## src/rtl/camera_capture.sv

```systemverilog
// camera_capture
// Sensor-side capture front end for DVP cameras (OV7670 class). Samples the
// parallel byte bus on p_clock and assembles BYTES_PER_PIXEL beats into one
// pixel word, with the first byte in the MSBs. Each pixel is tagged with its
// column and row. The block also produces registered framing pulses, skips
// frames when capture_en is low at frame start, and flags frames whose
// geometry differs from H_ACTIVE x V_ACTIVE.
//
// Ports
//   p_clock      in   sensor pixel clock, all logic on the rising edge
//   rst_n        in   asynchronous active-low reset
//   vsync        in   sensor VSYNC, high = vertical blanking
//   href         in   sensor HREF, high = active bytes on p_data
//   p_data       in   sensor data bus [DATA_W]
//   capture_en   in   frame enable, sampled only at frame start
//   pixel_data   out  assembled pixel [PIX_W], valid with pixel_valid
//   pixel_valid  out  one-cycle strobe for pixel_data/pixel_x/pixel_y
//   pixel_x      out  column of the pixel [COL_W]
//   pixel_y      out  row of the pixel [ROW_W]
//   frame_start  out  one-cycle pulse, a captured frame begins
//   line_done    out  one-cycle pulse at the end of each captured line
//   frame_done   out  one-cycle pulse at the end of each captured frame
//   frame_err    out  geometry error of the last completed frame
//   frame_count  out  number of completed captured frames (wraps)
//
// States
//   state      | meaning
//   ST_SYNC    | after reset, wait for blanking so a partial frame is never captured
//   ST_WAIT    | in blanking, decide at the vsync fall whether to capture or skip
//   ST_SKIP    | frame not captured, ignore the bus until the next blanking
//   ST_ACTIVE  | capturing pixels of the current frame
module camera_capture #(
    parameter int DATA_W          = 8,
    parameter int BYTES_PER_PIXEL = 2,
    parameter int H_ACTIVE        = 640,
    parameter int V_ACTIVE        = 480,
    localparam int PIX_W = DATA_W * BYTES_PER_PIXEL,
    localparam int COL_W = $clog2(H_ACTIVE + 1),
    localparam int ROW_W = $clog2(V_ACTIVE + 1)
) (
    input  logic              p_clock,
    input  logic              rst_n,
    input  logic              vsync,
    input  logic              href,
    input  logic [DATA_W-1:0] p_data,
    input  logic              capture_en,
    output logic [PIX_W-1:0]  pixel_data,
    output logic              pixel_valid,
    output logic [COL_W-1:0]  pixel_x,
    output logic [ROW_W-1:0]  pixel_y,
    output logic              frame_start,
    output logic              line_done,
    output logic              frame_done,
    output logic              frame_err,
    output logic [15:0]       frame_count
);

    localparam int PH_W = (BYTES_PER_PIXEL > 1) ? $clog2(BYTES_PER_PIXEL) : 1;
    localparam logic [PH_W-1:0]  PH_LAST = PH_W'(BYTES_PER_PIXEL - 1);
    localparam logic [COL_W-1:0] H_MAX   = COL_W'(H_ACTIVE);
    localparam logic [ROW_W-1:0] V_MAX   = ROW_W'(V_ACTIVE);

    typedef enum logic [1:0] {
        ST_SYNC,
        ST_WAIT,
        ST_SKIP,
        ST_ACTIVE
    } state_t;

    state_t            state, state_nx;
    logic              href_q;
    logic [PH_W-1:0]   phase, phase_nx;
    logic [COL_W-1:0]  col, col_nx;
    logic [ROW_W-1:0]  row, row_nx;
    logic              err_acc, err_acc_nx;
    logic [PIX_W-1:0]  pix_sr, pix_sr_nx;

    logic [PIX_W-1:0]  pixel_data_nx;
    logic              pixel_valid_nx;
    logic [COL_W-1:0]  pixel_x_nx;
    logic [ROW_W-1:0]  pixel_y_nx;
    logic              frame_start_nx;
    logic              line_done_nx;
    logic              frame_done_nx;
    logic              frame_err_nx;
    logic [15:0]       frame_count_nx;
    logic              line_close;

    always_ff @(posedge p_clock or negedge rst_n) begin
        if (!rst_n) begin
            state       <= ST_SYNC;
            href_q      <= 1'b0;
            phase       <= '0;
            col         <= '0;
            row         <= '0;
            err_acc     <= 1'b0;
            pix_sr      <= '0;
            pixel_data  <= '0;
            pixel_valid <= 1'b0;
            pixel_x     <= '0;
            pixel_y     <= '0;
            frame_start <= 1'b0;
            line_done   <= 1'b0;
            frame_done  <= 1'b0;
            frame_err   <= 1'b0;
            frame_count <= '0;
        end else begin
            state       <= state_nx;
            href_q      <= href;
            phase       <= phase_nx;
            col         <= col_nx;
            row         <= row_nx;
            err_acc     <= err_acc_nx;
            pix_sr      <= pix_sr_nx;
            pixel_data  <= pixel_data_nx;
            pixel_valid <= pixel_valid_nx;
            pixel_x     <= pixel_x_nx;
            pixel_y     <= pixel_y_nx;
            frame_start <= frame_start_nx;
            line_done   <= line_done_nx;
            frame_done  <= frame_done_nx;
            frame_err   <= frame_err_nx;
            frame_count <= frame_count_nx;
        end
    end

    // A line closes on the href falling edge, or when vsync rises while the
    // previous cycle was still inside a line.
    assign line_close = (state == ST_ACTIVE) && href_q && (!href || vsync);

    always_comb begin
        state_nx       = state;
        phase_nx       = phase;
        col_nx         = col;
        row_nx         = row;
        err_acc_nx     = err_acc;
        pix_sr_nx      = pix_sr;
        pixel_data_nx  = pixel_data;
        pixel_valid_nx = 1'b0;
        pixel_x_nx     = pixel_x;
        pixel_y_nx     = pixel_y;
        frame_start_nx = 1'b0;
        line_done_nx   = 1'b0;
        frame_done_nx  = 1'b0;
        frame_err_nx   = frame_err;
        frame_count_nx = frame_count;

        case (state)
            ST_SYNC: begin
                if (vsync) state_nx = ST_WAIT;
            end
            ST_WAIT: begin
                if (!vsync) begin
                    if (capture_en) begin
                        state_nx       = ST_ACTIVE;
                        frame_start_nx = 1'b1;
                        row_nx         = '0;
                        col_nx         = '0;
                        phase_nx       = '0;
                        err_acc_nx     = 1'b0;
                    end else begin
                        state_nx = ST_SKIP;
                    end
                end
            end
            ST_SKIP: begin
                if (vsync) state_nx = ST_WAIT;
            end
            ST_ACTIVE: begin
                if (line_close) begin
                    line_done_nx = 1'b1;
                    if (col != H_MAX || phase != '0) err_acc_nx = 1'b1;
                    col_nx   = '0;
                    phase_nx = '0;
                    if (row < V_MAX) row_nx = row + ROW_W'(1);
                end

                if (vsync) begin
                    // err_acc_nx/row_nx already include the line closed above.
                    state_nx       = ST_WAIT;
                    frame_done_nx  = 1'b1;
                    frame_err_nx   = err_acc_nx | (row_nx != V_MAX);
                    frame_count_nx = frame_count + 16'd1;
                end else if (href) begin
                    // Truncating the concatenation shifts the new beat in at the
                    // LSBs, so the first beat of a pixel ends up in the MSBs.
                    pix_sr_nx = PIX_W'({pix_sr, p_data});
                    if (row >= V_MAX) err_acc_nx = 1'b1;
                    if (phase == PH_LAST) begin
                        phase_nx = '0;
                        if (col < H_MAX) begin
                            col_nx = col + COL_W'(1);
                            if (row < V_MAX) begin
                                pixel_valid_nx = 1'b1;
                                pixel_data_nx  = pix_sr_nx;
                                pixel_x_nx     = col;
                                pixel_y_nx     = row;
                            end
                        end else begin
                            err_acc_nx = 1'b1;
                        end
                    end else begin
                        phase_nx = phase + PH_W'(1);
                    end
                end
            end
            default: state_nx = ST_SYNC;
        endcase
    end

endmodule

```

## config.mk

```make
export PLATFORM = sky130hd
export DESIGN_NAME = camera_capture
export DESIGN_NICKNAME = d
export VERILOG_FILES = /design/src/rtl/camera_capture.sv
export SDC_FILE = /design/constraint.sdc
export NUM_CORES = 1
export LEC_CHECK = 0
export CORE_UTILIZATION = 53
export DETAILED_ROUTE_END_ITERATION = 12
export GPL_TIMING_DRIVEN = 0
export HOLD_SLACK_MARGIN = 0.12
export PLACE_DENSITY = 0.91
export SLEW_MARGIN = 20
export SYNTH_ARGS = -nofsm -noshare
export SYNTH_HDL_FRONTEND = slang
export SYNTH_SLANG_ARGS = --single-unit
```

## constraint.sdc

```tcl
create_clock -name p_clock -period 2.2 [get_ports p_clock]
set_input_delay 0.66 -clock p_clock [delete_from_list [all_inputs] [get_ports p_clock]]
set_output_delay 0.66 -clock p_clock [all_outputs]
set_load 0.02 [all_outputs]
```

==> Word level (Yosys, flattened, before mapping) <==
Index checks and enable logic that the tools add are counted.
{ "totals": {"ff_bits": 88, "in_bits": 13, "out_inout_bits": 56, "elab_cells": 93} }
{ "classes": {"n_addsub": 4, "magnitude_cmp": 3, "eq_ne": 8, "mux": 47, "bitwise": 2, "reduce_logical": 13} }
{ "op_table": {"columns": ["operator", "count"], "rows": [
  ["$mux 10", 7],
  ["$mux 9", 5],
  ["$mux 1", 28],
  ["$pmux 10 s2", 1],
  ["$pmux 9 s2", 1],
  ["$add 16x1->16 const B", 1],
  ["$add 10x1->10 const B", 1],
  ["$lt 10x10->1 const B", 1],
  ["$ne 10x10->1 const B", 1],
  ["$add 9x1->9 const B", 1],
  ["$ge 9x9->1 const B", 1],
  ["$lt 9x9->1 const B", 1],
  ["$ne 9x9->1 const B", 1],
  ["$reduce_and 3->1", 2],
  ["$reduce_and 6->1", 1],
  ["$eq 2x2->1 const B", 2],
  ["$mux 2", 2],
  ["$ne 2x2->1 const B", 2],
  ["$pmux 1 s2", 2],
  ["$pmux 2 s2", 1],
  ["$reduce_and 2->1", 2],
  ["$reduce_or 3->1", 1],
  ["$eq 2x1->1 const B", 1],
  ["$logic_and 1x1->1", 2],
  ["8 further kinds", 9]
]} }

==> Depth between registers and ports, before layout <==
Gate-level depths: netlist of the first run.
{ "depth": {"ltp_word": 11, "mapped_depth": 9, "mapped_depth_nobuf": 8} }

==> Least setup slack after synthesis of the first run <==
OpenSTA, ideal clock, no wires.
{ "synth_path": {"kind": "input-to-reg", "from": "in href", "to": "reg frame_err", "setup_time_ns": 0.126, "arrival_ns": 2.039, "slack_ns": 0.035, "cell_stages": 7, "n_path_buf": 1, "cell_sequence": "or2b_4 and4_4 buf_6 a211oi_2 nand3_1 a211o_1 o32a_1"} }
{ "synth_via": {"elab_chain_cells": 7} }
{ "synth_rtl": {"columns": ["element", "line", "rtl"], "rows": [
  ["start, declared", "44", "input logic href,"],
  ["$logic_not 1->1 (*)", "129", "assign line_close = (state == ST_ACTIVE) && href_q && (!href || vsync);"],
  ["$logic_or 1x1->1 (*)", "129", null],
  ["$logic_and 1x1->1 (*)", "129", null],
  ["$mux 9", "170", "if (line_close) begin"],
  ["$mux 9", "148", "case (state)"],
  ["$ne 9x9->1", "182", "frame_err_nx = err_acc_nx | (row_nx != V_MAX);"],
  ["$or 1x1->1 (*)", "182", null],
  ["end signal, assigned", "122", "frame_err <= frame_err_nx;"],
  ["end, declared", "54", "output logic frame_err,"]
]} }
Mark *: on every way between the ends. The rest lies on a longest branch, timed or not. The select of a mux whose other input is x is not followed.
A chain may end at the register's enable or synchronous reset.

==> Worst setup path in the final report of the first run <==
{ "layout_path": {"from": "in vsync", "to": "reg frame_err"} }
{ "layout_via": {"elab_chain_cells": 6} }
{ "layout_rtl": {"columns": ["element", "line", "rtl"], "rows": [
  ["start, declared", "43", "input logic vsync,"],
  ["$logic_or 1x1->1", "129", null],
  ["$logic_and 1x1->1", "129", null],
  ["$mux 9", "170", null],
  ["$mux 9", "148", null],
  ["$ne 9x9->1", "182", null],
  ["$or 1x1->1", "182", null]
]} }
Parallel ways exist; a longest one is shown, timed or not. The select of a mux whose other input is x is not followed.

==> flow_summary.yaml, run 1 <==
synthesis:
  synth_edf_count: 0
  synth_cells: 334
  ys_ff_latch: 88
  synth-seq-area-share_pct: 55.8
  async_flop_share_pct: 100
  syn_avg_cell_area_um2: 11.8
  synthFlopType: "dfrtp_1"
  netlist_area_um2: 3950
  syn-num-nets: 352
  yosysWarningCount: 0
  yosysUniqueCellTypes: 54
layout:
  final_nets: 438
  drive_gt1_share_pct: 21.6
  utilization_pct: 70.1
  area_growth_pct: 28.2
  instances_no_fill: 524
  antenna_cells: 0
floorplanning:
  core_area_um2: 7210
  fp.dieW_um: 88.3
  rows: 31
  fp.dieH_um: 88.3
  ioPinCount: 69
  initial_utilization_pct: 54.7
  dieArea_um2: 7800
timing:
  max-slew-margin-rel_pct: 45.3
  clock_skew_ps: 10.2
  hold_violations: 0
  slew_violations: 0
  fmax_mhz: 467
  worst_slew_pin_slew_ps: 815
  whs_ps: 232
  finalCritPeriodShare_pct: 97.3
  min_period_ps: 2140
  worst_slack_ps: 58.5
  setup_viol: 0
pwr:
  power.share.clock_pct: 30.5
  power_leakage_nw: 2.29
  p_per_area_nw_per_um2: 846
  switching_share_pct: 29.8
  p_int_mw: 3.01
  seq_power_share_pct: 46.5
  ir_drop_uv: 751
  switchingPower_mw: 1.28
  pwr-share-comb_pct: 22.9
routing:
  routed_via_density: 5.67
  routed_wl_um: 8420
  num_vias: 2969
  drcViolationCount: 0
  drt_iter0_markers: 176
  antenna_left: 0
  wl_per_cell_um: 16.1
  firstDrtPassIters: 4
critical_path:
  critPathKind: "primary input to register"
  end_kind: "register"
  required_ps: 2460
  worstReg2RegEnd: "frame_err$_DFFE_PN0P_"
  reg2reg_from: "row[5]$_DFFE_PN0P_"
  worst_r2r_path_depth: 8
  crit_fanout: 9
  start_kind: "primary input"
  arrival_ps: 2400
  ff2ff_setup_slack_ps: 70
global_route:
  gr-total-overflow: 0
  track_usage_pct: 22.8
  grt_pass1_vias: 2826
  grt_max_degree: 55
  grt_pass1_wl_um: 13400
  antenna_found_initial: 0
clock_network:
  cts_buffer_depth: 2
  cts.sinks: 88
  path_clk_slew_ps: 90
  cts_tree: "built"
  clk-insertion-delay-late_ps: 370
  htreeDepth: 3
  cts_root_buf: "clkbuf_8"
  hold_buffers: 0
  cts_buffers: 9
placement:
  dpl_worst_slack_ps: -711
  gp_congestion: 0.849
  dp_hpwl_um: 5690
  io_buffers: 68
  placed_cells: 502
run:
  drv_cap: 0
min_path:
  hp-class: "primary input to asynchronous set/reset pin"
run_status:
  status: "finished clean"
synthesized netlist by cell type (all sizes together) (5+ instances only):
cell	count	area, um2
dfrtp	88	2200
mux2	44	495
o21ai	28	140
nand2	25	96.4
nand3	16	80.1
a21oi	15	75.1
nor2	15	63.8
buf	13	96.3
nand4	11	83.8
xnor2	11	96.3
inv	9	33.8
ha	5	62.6
timing repair:
| item | 4_1_cts | 5_1_grt |
|---|---|---|
| gates resized for setup | 4 | 7 |
| endpoints found under the hold margin | 0 | 0 |
| pin swaps | 1 | 3 |
| setup endpoints to repair | 43 | 30 |
| buffers inserted | 2 | 4 |
critical path: stages:
cell and delay, ps:
clkdlybuf4s15_2 250, or2b_4 280, and4_4 180, buf_6 130, a211oi_2 220, nand3_1 100, a211o_1 290, o32a_1 290
routing by layer:
| metal | track usage (%) | part of all wire [%] | vias to the layer above |
|---|---|---|---|
| met1 | 29.8 | 42 | 1461 |
| met2 | 36.2 | 50 | 120 |
| met4 | 9.53 | 1.6 | 0 |
| li1 | - | - | 1373 |
| met5 | 0 | 0 | - |
| met3 | 5.97 | 6.8 | 15 |
cell usage in the layout, fill, tap and decap left out, drive strengths merged, types with 2 or more instances in the layout:
cell type	netlist	final
buf	13	21
and3	4	4
clkdlybuf4s50	0	65
nand2	25	25
ha	5	5
a22o	2	2
nor3	3	3
nor2	15	15
a211oi	2	2
clkbuf	0	11
a21oi	15	15
o31ai	2	2
and2	2	2
bufinv	0	2
nor4	3	3
a31oi	4	4
nand3b	2	2
xnor2	11	11
and4	3	3
inv	9	12
o21ai	28	28
or2	2	2
dfrtp	88	88
xor2	4	4
mux2	44	44
nor2b	2	2
nand3	16	16
nand4b	2	2
nand4	11	11
power by group through the flow:
stage | registers, mW | clock network [mW] | logic (mW)
after global routing | 2.02 | 1.38 | 1.05
final | 1.99 | 1.31 | 0.983
after global placement | 2.00 | 0 | 0.937
after detailed placement | 2.02 | 0 | 0.976
after CTS | 1.99 | 1.32 | 0.985
after floorplan | 2.18 | 0 | 0.334
registers in the layout, summed over array words and instances, names as in the netlist:
name	count
col	10
err_acc	1
frame_count	16
frame_done	1
frame_err	1
frame_start	1
href_q	1
line_done	1
phase	1
pix_sr	8
pixel_data	16
pixel_valid	1
pixel_x	10
pixel_y	9
row	9
state	2
area by class of cell:
| cell class | instances | area, um2 |
|---|---|---|
| flip-flops and latches | 88 | 2200 |
| fillers | 532 | 2150 |
| multi-input cells | 224 | 1620 |
| repair buffers | 75 | 747 |
| clock buffers | 10 | 138 |
| well taps | 99 | 124 |
| clock inverters | 6 | 97.6 |
| plain buffers | 13 | 96.3 |
| inverters | 9 | 33.8 |
logic make-up after synthesis:
group           synth area share [%]
compound gates                  9.60
xor+xnor                        3.33
fa+ha+maj                       1.58
buf+inv                         3.30
flops                           55.8
mux                             12.8
simple gates                    13.6
worst max-delay path by stage:
stage / endpoint / cells past startpoint / slack, ps / from
after floorplan: frame_err$_DFFE_PN0P_ / 7 / 40 / href
after global placement: pixel_data[1]$_DFFE_PN0P_ / 1 / -2560 / rst_n
after detailed placement: pixel_data[2]$_DFFE_PN0P_ / 8 / -710 / vsync
after CTS: frame_err$_DFFE_PN0P_ / 8 / 20 / href
after global routing: frame_err$_DFFE_PN0P_ / 8 / -8 / row[5]$_DFFE_PN0P_
final: frame_err$_DFFE_PN0P_ / 8 / 60 / vsync
metrics by stage:
stage | TNS, ps | cell area [um2] | total power, mW
after floorplan | 0 | 3950 | 2.51
after global placement | -255880 | 4750 | 2.94
after detailed placement | -33630 | 4780 | 2.99
after CTS | 0 | 5030 | 4.30
after global routing | -7.88 | 5060 | 4.45
final | 0 | 5060 | 4.28
Power figures use the tool's default switching activity.
==> run 2: changes to the inputs <==
Settings changed: CTS_CLUSTER_DIAMETER set to 150.
==> results of run 2 <==
Final layout, timing and power as in run 1 (identical DEF).
